[src/rtl/uart_tx_wb_slave.sv]
// -----------------------------------------------------------------------------
// uart_tx_wb_slave
//
// Wishbone classic slave that holds the UART transmit register set and
// serialises one frame per start command onto tx_o. The frame is one start
// bit, DATA_BITS payload bits (LSB first), an optional parity bit and one
// stop bit. Bit timing comes from a 32-bit phase accumulator: every carry
// out of acc + BAUD is one bit time.
//
// Optional feature macro: UART_TX_PARITY_EN
//   defined   : CTRL bit1 selects even(0)/odd(1) parity and a parity bit is
//               sent between the last data bit and the stop bit.
//   undefined : no parity bit; CTRL bit1 reads 0 and ignores writes.
//
// Register map (word addresses):
//   0x3 CTRL   W: bit7 start   R: bit7 busy, bit1 odd parity select
//   0x4 BAUD   R/W 32-bit phase increment
//   0x5 STATUS R: bit5 done, bit0 busy   W: any write clears done
//   0x7 TXBUF  R/W bits [7:0]
//
// Ports:
//   clk_i        system clock, rising edge
//   async_rst_i  asynchronous active-low reset
//   addr_i       word address
//   dat_i/dat_o  write / registered read data
//   we_i         1 = write, 0 = read
//   sel_i        byte selects, unused (full-word accesses only)
//   cyc_i/stb_i  bus cycle / strobe
//   ack_o        one-cycle acknowledge for mapped addresses
//   err_o        one-cycle error for unmapped addresses
//   tx_o         serial output, idles high
//
// FSM states:
//   state    | meaning
//   ---------+---------------------------------------------------------
//   S_IDLE   | line idle (tx high), waiting for a start command
//   S_START  | start bit (tx low) for one bit time
//   S_DATA   | payload bits from shift_q[0], DATA_BITS bit times
//   S_PARITY | parity bit for one bit time (parity builds only)
//   S_STOP   | stop bit (tx high); end of this bit sets done
// -----------------------------------------------------------------------------
module uart_tx_wb_slave #(
  parameter logic [31:0] RESET_BAUD = 32'h0000_0000,
  parameter int          DATA_BITS  = 8
) (
  input  logic        clk_i,
  input  logic        async_rst_i,
  input  logic [31:0] addr_i,
  input  logic [31:0] dat_i,
  output logic [31:0] dat_o,
  input  logic        we_i,
  input  logic [3:0]  sel_i,
  input  logic        cyc_i,
  input  logic        stb_i,
  output logic        ack_o,
  output logic        err_o,
  output logic        tx_o
);

  localparam logic [31:0] ADDR_CTRL   = 32'h0000_0003;
  localparam logic [31:0] ADDR_BAUD   = 32'h0000_0004;
  localparam logic [31:0] ADDR_STATUS = 32'h0000_0005;
  localparam logic [31:0] ADDR_TXBUF  = 32'h0000_0007;

  localparam logic [3:0]  LAST_BIT    = 4'(DATA_BITS - 1);

  typedef enum logic [2:0] {
    S_IDLE   = 3'd0,
    S_START  = 3'd1,
    S_DATA   = 3'd2,
    S_PARITY = 3'd3,
    S_STOP   = 3'd4
  } state_t;

  state_t state_q, state_d;

  logic [31:0] baud_q;
  logic [7:0]  txbuf_q;
  logic        done_q;
  logic [31:0] acc_q;
  logic [7:0]  shift_q;
  logic [3:0]  bit_cnt_q;

  logic        req;
  logic        mapped;
  logic [31:0] rd_data;
  logic        wr_en;
  logic        start_cmd;
  logic        start_go;
  logic        stop_done;
  logic [32:0] sum;
  logic        tick;
  logic        busy;
  logic        tx_c;
  logic        last_bit;

`ifdef UART_TX_PARITY_EN
  logic        parity_odd_q;
  logic [7:0]  data_q;
  logic        parity_bit;
`endif

  // sel_i is accepted for bus compatibility only.
  logic unused_sel;
  assign unused_sel = ^sel_i;

  // ---------------------------------------------------------------------------
  // Bus decode
  // ---------------------------------------------------------------------------
  // Gating on ack_o/err_o makes a held strobe produce one transfer every two
  // cycles instead of one per cycle.
  assign req = cyc_i & stb_i & ~ack_o & ~err_o;

  always_comb begin
    mapped  = 1'b0;
    rd_data = '0;
    case (addr_i)
      ADDR_CTRL: begin
        mapped     = 1'b1;
        rd_data[7] = busy;
`ifdef UART_TX_PARITY_EN
        rd_data[1] = parity_odd_q;
`endif
      end
      ADDR_BAUD: begin
        mapped  = 1'b1;
        rd_data = baud_q;
      end
      ADDR_STATUS: begin
        mapped     = 1'b1;
        rd_data[5] = done_q;
        rd_data[0] = busy;
      end
      ADDR_TXBUF: begin
        mapped       = 1'b1;
        rd_data[7:0] = txbuf_q;
      end
      default: begin
        mapped  = 1'b0;
        rd_data = '0;
      end
    endcase
  end

  assign wr_en     = req & mapped & we_i;
  assign start_cmd = wr_en & (addr_i == ADDR_CTRL) & dat_i[7];
  // A start is only honoured from IDLE; in STOP busy is still 1, so a start
  // on the completing edge is dropped too.
  assign start_go  = start_cmd & (state_q == S_IDLE);

  always_ff @(posedge clk_i or negedge async_rst_i) begin
    if (!async_rst_i) begin
      ack_o <= 1'b0;
      err_o <= 1'b0;
      dat_o <= '0;
    end else begin
      ack_o <= req & mapped;
      err_o <= req & ~mapped;
      dat_o <= (req & mapped & ~we_i) ? rd_data : 32'h0;
    end
  end

  // ---------------------------------------------------------------------------
  // Configuration registers
  // ---------------------------------------------------------------------------
  always_ff @(posedge clk_i or negedge async_rst_i) begin
    if (!async_rst_i) begin
      baud_q  <= RESET_BAUD;
      txbuf_q <= '0;
    end else if (wr_en) begin
      case (addr_i)
        ADDR_BAUD:  baud_q  <= dat_i;
        ADDR_TXBUF: txbuf_q <= dat_i[7:0];
        default:    ;
      endcase
    end
  end

`ifdef UART_TX_PARITY_EN
  always_ff @(posedge clk_i or negedge async_rst_i) begin
    if (!async_rst_i) begin
      parity_odd_q <= 1'b0;
    end else if (wr_en && (addr_i == ADDR_CTRL)) begin
      parity_odd_q <= dat_i[1];
    end
  end
`endif

  assign stop_done = (state_q == S_STOP) & tick;

  // Completion has priority over a clearing write in the same cycle so a
  // finished frame is never lost.
  always_ff @(posedge clk_i or negedge async_rst_i) begin
    if (!async_rst_i) begin
      done_q <= 1'b0;
    end else if (stop_done) begin
      done_q <= 1'b1;
    end else if (wr_en && (addr_i == ADDR_STATUS)) begin
      done_q <= 1'b0;
    end
  end

  // ---------------------------------------------------------------------------
  // Bit-rate accumulator
  // ---------------------------------------------------------------------------
  assign sum  = {1'b0, acc_q} + {1'b0, baud_q};
  assign tick = sum[32];

  // BAUD = 0 leaves acc unchanged and never carries, which freezes the frame.
  always_ff @(posedge clk_i or negedge async_rst_i) begin
    if (!async_rst_i) begin
      acc_q <= '0;
    end else if (start_go) begin
      acc_q <= '0;
    end else if (state_q != S_IDLE) begin
      acc_q <= sum[31:0];
    end
  end

  // ---------------------------------------------------------------------------
  // Frame datapath
  // ---------------------------------------------------------------------------
  assign last_bit = (bit_cnt_q == LAST_BIT);

  always_ff @(posedge clk_i or negedge async_rst_i) begin
    if (!async_rst_i) begin
      shift_q   <= '0;
      bit_cnt_q <= '0;
    end else if (start_go) begin
      shift_q   <= txbuf_q;
      bit_cnt_q <= '0;
    end else if ((state_q == S_DATA) && tick) begin
      shift_q   <= {1'b0, shift_q[7:1]};
      bit_cnt_q <= bit_cnt_q + 4'd1;
    end
  end

`ifdef UART_TX_PARITY_EN
  // Keep an unshifted copy of the payload for the parity bit; TXBUF itself
  // may be rewritten while the frame is in flight.
  always_ff @(posedge clk_i or negedge async_rst_i) begin
    if (!async_rst_i) begin
      data_q <= '0;
    end else if (start_go) begin
      data_q <= txbuf_q;
    end
  end

  assign parity_bit = (^data_q[DATA_BITS-1:0]) ^ parity_odd_q;
`endif

  // ---------------------------------------------------------------------------
  // FSM: state register
  // ---------------------------------------------------------------------------
  always_ff @(posedge clk_i or negedge async_rst_i) begin
    if (!async_rst_i) begin
      state_q <= S_IDLE;
    end else begin
      state_q <= state_d;
    end
  end

  // ---------------------------------------------------------------------------
  // FSM: next state
  // ---------------------------------------------------------------------------
  always_comb begin
    state_d = state_q;
    case (state_q)
      S_IDLE: begin
        if (start_cmd) state_d = S_START;
      end
      S_START: begin
        if (tick) state_d = S_DATA;
      end
      S_DATA: begin
        if (tick && last_bit) begin
`ifdef UART_TX_PARITY_EN
          state_d = S_PARITY;
`else
          state_d = S_STOP;
`endif
        end
      end
      S_PARITY: begin
        if (tick) state_d = S_STOP;
      end
      S_STOP: begin
        if (tick) state_d = S_IDLE;
      end
      default: state_d = S_IDLE;
    endcase
  end

  // ---------------------------------------------------------------------------
  // FSM: outputs
  // ---------------------------------------------------------------------------
  // tx_o decodes straight from the state register so reset drives the line
  // high immediately, without waiting for a clock.
  always_comb begin
    tx_c = 1'b1;
    busy = 1'b1;
    case (state_q)
      S_IDLE:   busy = 1'b0;
      S_START:  tx_c = 1'b0;
      S_DATA:   tx_c = shift_q[0];
`ifdef UART_TX_PARITY_EN
      S_PARITY: tx_c = parity_bit;
`endif
      S_STOP:   tx_c = 1'b1;
      default: begin
        tx_c = 1'b1;
        busy = 1'b1;
      end
    endcase
  end

  assign tx_o = tx_c;

endmodule

[config.mk]
export PLATFORM = sky130hd
export DESIGN_NAME = uart_tx_wb_slave
export DESIGN_NICKNAME = d
export VERILOG_FILES = /design/src/rtl/uart_tx_wb_slave.sv
export SDC_FILE = /design/constraint.sdc
export NUM_CORES = 1
export LEC_CHECK = 0
export CORE_ASPECT_RATIO = 1.25
export CORE_MARGIN = 2
export CORE_UTILIZATION = 54
export DETAILED_ROUTE_END_ITERATION = 10
export PLACE_DENSITY = 0.81
export SKIP_LAST_GASP = 1
export SYNTH_ARGS = -nofsm -noshare
export SYNTH_HDL_FRONTEND = slang
export SYNTH_SLANG_ARGS = --single-unit
[constraint.sdc]
create_clock -name clk_i -period 3.4 [get_ports clk_i]
set_input_delay 0.68 -clock clk_i [delete_from_list [all_inputs] [get_ports clk_i]]
set_output_delay 0.68 -clock clk_i [all_outputs]
set_load 0.02 [all_outputs]
==> results.txt <==
----------------------------------------------------
[Synthesis]
  Net count after synthesis ... 738
  Number of standard cells after synthesis ... 631
  Cell area after synthesis ... 0.00651 mm²
  Dominant synthesized flop cell ... sky130_fd_sc_hd__dfrtp_1
  Number of synthesized flops with an enable pin ... 0
  Distinct cells, synth ... 59
  Portion of synthesized cell area occupied by the leading cell type ... 46.9%
  Mean post-synth cell area ... 10.3 µm²
  Most instantiated library cell after synthesis ... sky130_fd_sc_hd__dfrtp_1
  Async S/R FF share, synth ... 100%
  Synth area leaders ... sky130_fd_sc_hd__dfrtp_1 47%, sky130_fd_sc_hd__mux2_2 7.1%, sky130_fd_sc_hd__ha_1 6.3%, sky130_fd_sc_hd__nand2_1 3.6%, sky130_fd_sc_hd__o21ai_0 3.5%
  Number of warnings reported in the yosys synthesis log ... 0
  Sequential area share after synthesis ... 46.9%
  Number of register bits inferred by synthesis ... 122
  Post-synthesis cell type with the largest combined area ... sky130_fd_sc_hd__dfrtp_1
  Leading post-synthesis cells by instance count ... 122 x sky130_fd_sc_hd__dfrtp_1, 62 x sky130_fd_sc_hd__nand2_1, 46 x sky130_fd_sc_hd__o21ai_0, 41 x sky130_fd_sc_hd__mux2_2, 40 x sky130_fd_sc_hd__a21oi_1

[Placement]
  Placement Setup Slack ... 0.0464 ns
  Final weighted congestion in routability-driven placement ... 0.894
  Final HPWL DP ... 10800 µm
  Number of input and output port buffers inserted ... 103
  Area after detailed placement ... 0.00777 mm²

[Floorplanning]
  Chip Height ... 127 µm
  Starting Density ... 55.8%
  Core Rows ... 44
  DIE AREA ... 0.0130 mm²
  Ports ... 108
  Core region area ... 0.0117 mm²
  Chip Width ... 102 µm

[Clock network]
  Register clock-pin slew on the reported worst setup and hold paths ... 0.06 ns
  Number of clock sinks ... 122
  Post-CTS Setup Repair Bufs ... 0
  Total CTS buffers ... 17
  Clk root buf ... sky130_fd_sc_hd__clkbuf_16
  Clock latency at the later pin of the worst-skew pair ... 0.42 ns
  TritonCTS clock tree ... yes
  Clock tree buffer depth ... 2
  Count of instances resized after the clock tree is built ... 0
  CTS Hold Buffers Added ... 0
  Number of H-tree levels ... 4

[Cells and area]
  Ratio of cells with drive above 1 in the final layout ... 13.0%
  Number of nets in the layout ... 850
  Filler instances ... 877
  Number of antenna cells inserted ... 0
  Final instance area ... 0.00836 mm²
  Area growth from synthesis to layout ... 28.3%

[Power]
  Peak supply drop ... 0.000303 V
  Power density over cell area ... 402 mW/mm²
  Total power consumption of the routed design ... 3360 µW
  Static Leak ... 0.00400 µW

[GRT]
  Overflow after GRT ... 0
  Pin count of the biggest net entering global routing ... 91
  Antenna violations before repair ... 0
  Global-route wire length before repair ... 25800 µm
  Via count of the first global-routing pass ... 5523
  GRT Util Overall ... 25.4%

[Timing]
  Setup repair after global routing missed its margin ... false
  Achievable frequency ... 0.312 GHz
  Slew margin rel. ... 23.2%
  Post-layout minimum cycle time ... 3.21 ns
  Tightest Pin Transition ... 1.15 ns
  Fin worst setup slack ... 0.193 ns
  Final number of max-transition violations ... 0
  Number of failing setup endpoints in the final timing report ... 0
  Fin crit share ... 94.3%
  Sum Neg Setup Slack ... 0 ns
  Final count of hold timing violations ... 0
  Worst Clk Skew ... 0.00890 ns

[Route]
  DR iter-0 viols ... 390
  DRT Wirelength ... 15700 µm
  Count of antenna-violating nets left after detailed routing ... 0
  Remaining routing DRC violations ... 0
  Post-DR wirelength/cell ... 17.1 µm
  Via total after detailed routing ... 5410
  Per-cell via count in the routed design ... 5.91
  Detailed-router iteration count before antenna repair ... 5

[Critical path]
  Worst r2r src ... baud_q[0]
  Capturing instance or port of the critical path ... acc_q[26]
  Class of the most critical setup path ... flop to flop
  Worst Setup End Kind ... flop
  Top fanout value on the critical path ... 6
  Critical R2R Capture ... acc_q[26]
  Critical path data arrival time ... 3.56 ns
  Register-to-register path setup slack ... 0.19 ns
  Largest stage delay on the critical path ... 0.43 ns
  CP startpoint ... baud_q[0]
  Required arrival time at the worst endpoint ... 3.75 ns
  Cell Chain, Critical Path ... ha_1, inv_1, fa_1, nand2b_1, a21o_1, a21oi_1, o21a_1, o2111ai_1, a21bo_2, or4_1, nand3b_1
  Startpoint type of the worst setup path ... flop
  Slowest library cell on the worst path ... sky130_fd_sc_hd__a21oi_1
  Number of cells traversed by the worst register-to-register path ... 11

[Hold path]
  Hold Crit Class ... input pin to asynchronous set/reset pin

[Flow run]
  Number of max-cap violations ... 0

[Run status]
  Status ... finished, final reports clean

----------------------------------------------------
-- cell usage in the layout, fill, tap and decap left out, drive strengths merged, types with 7 or more instances in the layout --
| master | instances |
|---|---|
| o21ai | 46 |
| nand2b | 11 |
| nand3 | 15 |
| dfrtp | 122 |
| a221o | 7 |
| a21oi | 40 |
| nand2 | 62 |
| clkdlybuf4s50 | 102 |
| inv | 12 |
| nor3 | 8 |
| and2 | 32 |
| a22oi | 10 |
| xnor2 | 13 |
| o31ai | 9 |
| xor2 | 10 |
| buf | 15 |
| and3 | 9 |
| a21o | 23 |
| nor2 | 33 |
| clkinv | 7 |
| ha | 33 |
| mux2 | 41 |
| clkbuf | 18 |
-- state kept, by name, summed over array words and instances, names as in the netlist --
register,cells
shift_q,8
acc_q,32
done_q,1
ack_o,1
baud_q,32
state_q,3
txbuf_q,8
dat_o,32
err_o,1
bit_cnt_q,4
-- logic make-up (layout without fill, tap and decap cells) --
group	after synthesis	after routing	synth area share (%)
compound gates	178	178	18.5
xor+xnor	23	23	3.09
fa+ha+maj	34	34	6.65
buf+inv	33	157	2.09
flops	122	122	46.9
mux	45	45	7.70
simple gates	196	196	15.1
-- worst min path at each step --
stage / start / endpoint / slack (ns) / cells past startpoint
2_1_floorplan: async_rst_i / acc_q[0] / 0.38 / 0
3_3_place_gp: bit_cnt_q[3] / bit_cnt_q[3] / 0.46 / 1
3_5_place_dp: acc_q[31] / acc_q[31] / 0.48 / 2
4_1_cts: acc_q[31] / acc_q[31] / 0.49 / 2
5_1_grt: acc_q[15] / acc_q[15] / 0.50 / 2
6_report: async_rst_i / dat_o[18] / 0.47 / 1
-- critical path: cells and delay by family (launching register included) --
family / cells / cell delay [ns]
AND/OR/NAND/NOR: 3 / 0.73
flip-flops: 1 / 0.39
buffers and inverters: 1 / 0.07
AO/OA/AOI/OAI: 5 / 1.35
adder cells (fa/ha/maj): 2 / 0.59
-- report_power, final --
group          internal (µW)  leakage [µW]  switching [µW]  total (µW)
sequential              1450       0.00153           0.376        1450
clock                   1100      0.000287             682        1780
combinational           74.6       0.00218            48.7         123
total                   2630       0.00400             731        3360
-- per-layer routing --
layer  vias to the layer above  global-route usage, %  share of wire (%)
met5                         -                      0                  0
met4                         0                   10.4                2.0
met3                        29                   5.90                4.9
met2                       175                   43.7                 53
met1                      2677                   30.3                 40
li1                       2529                      -                  -
-- layout make-up --
| cell class | count | area, µm² | area share (%) |
|---|---|---|---|
| timing repair buffer | 117 | 1150 | 13.7 |
| sequential | 122 | 3050 | 36.5 |
| tap | 161 | 201 | 2.41 |
| clock inverter | 13 | 144 | 1.72 |
| multi-input combinational | 476 | 3340 | 40.0 |
| clock buffer | 18 | 439 | 5.25 |
| inverter | 9 | 33.8 | 0.404 |
-- metrics by stage --
stage	hold WS (ns)	cells	util, %
after floorplan	0.384	631	-
after global placement	0.461	885	66.6
after detailed placement	0.475	885	66.6
after CTS	0.488	916	71.6
after global routing	0.497	916	71.6
final	0.468	916	71.6
Power figures use the tool's default switching activity.
==> RTL change: new RTL, same flow settings <==
Add a define of `UART_TX_PARITY_EN`.
--- a/src/rtl/uart_tx_wb_slave.sv
+++ b/src/rtl/uart_tx_wb_slave.sv
@@ -40,4 +40,6 @@
 //   S_STOP   | stop bit (tx high); end of this bit sets done
 // -----------------------------------------------------------------------------
+`define UART_TX_PARITY_EN
+
 module uart_tx_wb_slave #(
   parameter logic [31:0] RESET_BAUD = 32'h0000_0000,
Function: changed (a bounded check fails within 4 cycles, from zero or initial values and one cycle with async_rst_i low).
==> RTL change against the original RTL <==
- area after synthesis up 3.5%
- wire length up 0.32%
- sequential cell count up 9
- final area up 3.2%
- die area up 3.3%
- setup slack better by 0.085 ns
- sequential share of layout area up 1.5 points
- total power up 1.2%
- largest power group unchanged
==> RTL change: results (changes against the original RTL) <==
| Metric | Value |
|---|---|
| Met3 usage | 0.0496 (-0.00931) |
| FF-to-FF Start | baud_q[24]$_DFFE_PN0P_ |
| Cell variety after synth | 58 (-1.7%) |
| CP Max Fanout | 3 (-3) |
| Synth top area cells | dfrtp_1, mux2_2, ha_1 |
| Post-synthesis sequential area ratio | 0.486 (+0.0178) |
| Routed met3 length | 693 um (-10%) |
| Routability Congestion | 0.953 (+6.6%) |
| Share of cells above drive strength 1 | 0.140 (+0.0103) |
| Met2 Use GR | 0.450 (+0.0132) |
| Reg2Reg Setup Slack | 0.33 ns (+0.14 ns) |
| Metal-1 WL | 6220 um (-1.7%) |
| Post-placement cell area | 8050 sq um (+3.6%) |
| Crit-path slowest cell | clkdlybuf4s50_1 |
| Relative slew margins | 0.547 (+0.315) |
| Worst vdd rail ir drop | 0.369 mV (+22%) |
| Status | finished, final reports clean |
| Largest net degree at the start of global routing | 99 (+8.8%) |
| First-pass GRT wire length | 26500 um (+3.0%) |
| Nets | 858 (+0.94%) |
| GRT Overall Usage | 0.250 (-0.00425) |
| Worst R2R End | state_q[0]$_DFFE_PN0P_ |
| Layout Skew | 0.00824 ns (-0.000661 ns) |
| Met1 Usage GRT | 0.287 (-0.0160) |
| Switching power total | 746 uW (+2.1%) |
| Via Count | 5346 (-1.2%) |
| Worst setup path start | parity_odd_q$_DFFE_PN0N_ |
| Met2 WL | 8380 um (+1.1%) |
| CP endpoint | tx_o |
| Post-Syn Nets | 743 (+0.68%) |
| Syn Area/Cell | 10.6 sq um (+2.6%) |
| Seq group | 1560 uW (+8%) |
| Delay of the slowest critical-path stage | 0.56 ns (+0.13 ns) |
| Total wire length | 15700 um (+0.32%) |
| Static Leakage | 0.00397 uW (-0.66%) |
| Detailed Route Iter0 Violations | 253 (-35%) |
| Switch share | 0.219 (+0.00184) |
==> RTL change: cell count changes in the layout (fill, tap and decap cells not counted), sizes merged, moves of 6 or more <==
cell / unedited run / this run
xnor2: 13 / 23
a21o: 23 / 16
clkinvlp: 1 / 7
a22o: 3 / 10
nand2b: 11 / 3
mux2: 41 / 50
inv: 12 / 21
dfrtp: 122 / 131
and2: 32 / 25
or3: 3 / 9
a221o: 7 / 1
==> RTL change: layout make-up <==
cell class | instances | area [sq um]
Sequential cell | 131 | 3280
Tap cell | 164 | 205
Fill cell | 875 | 3530
Multi-Input combinational cell | 462 | 3330
Timing Repair Buffer | 119 | 1190
Inverter | 20 | 75.1
Clock inverter | 13 | 111
Clock buffer | 19 | 443
==> RTL change: kinds of logic (layout without fill, tap and decap cells) <==
kind of cell	count (synthesis)	count (layout)	synth area share
flops	131	131	0.486
simple gates	180	180	0.135
xor+xnor	33	33	0.0429
compound gates	164	164	0.162
buf+inv	43	171	0.0253
mux	51	51	0.0850
fa+ha+maj	34	34	0.0642
==> RTL change: worst min path at each step <==
| stage | from | end | slack, ns | depth (start not counted) |
|---|---|---|---|---|
| finish | async_rst_i | baud_q[22]$_DFFE_PN0P_ | 0.20 | 1 |
| global placement | shift_q[3]$_DFFE_PN0P_ | shift_q[3]$_DFFE_PN0P_ | 0.46 | 1 |
| global route | async_rst_i | baud_q[28]$_DFFE_PN0P_ | 0.23 | 1 |
| detailed placement | shift_q[3]$_DFFE_PN0P_ | shift_q[3]$_DFFE_PN0P_ | 0.47 | 1 |
| floorplan | async_rst_i | acc_q[0]$_DFFE_PN0P_ | 0.38 | 0 |
| CTS | async_rst_i | baud_q[22]$_DFFE_PN0P_ | 0.20 | 1 |
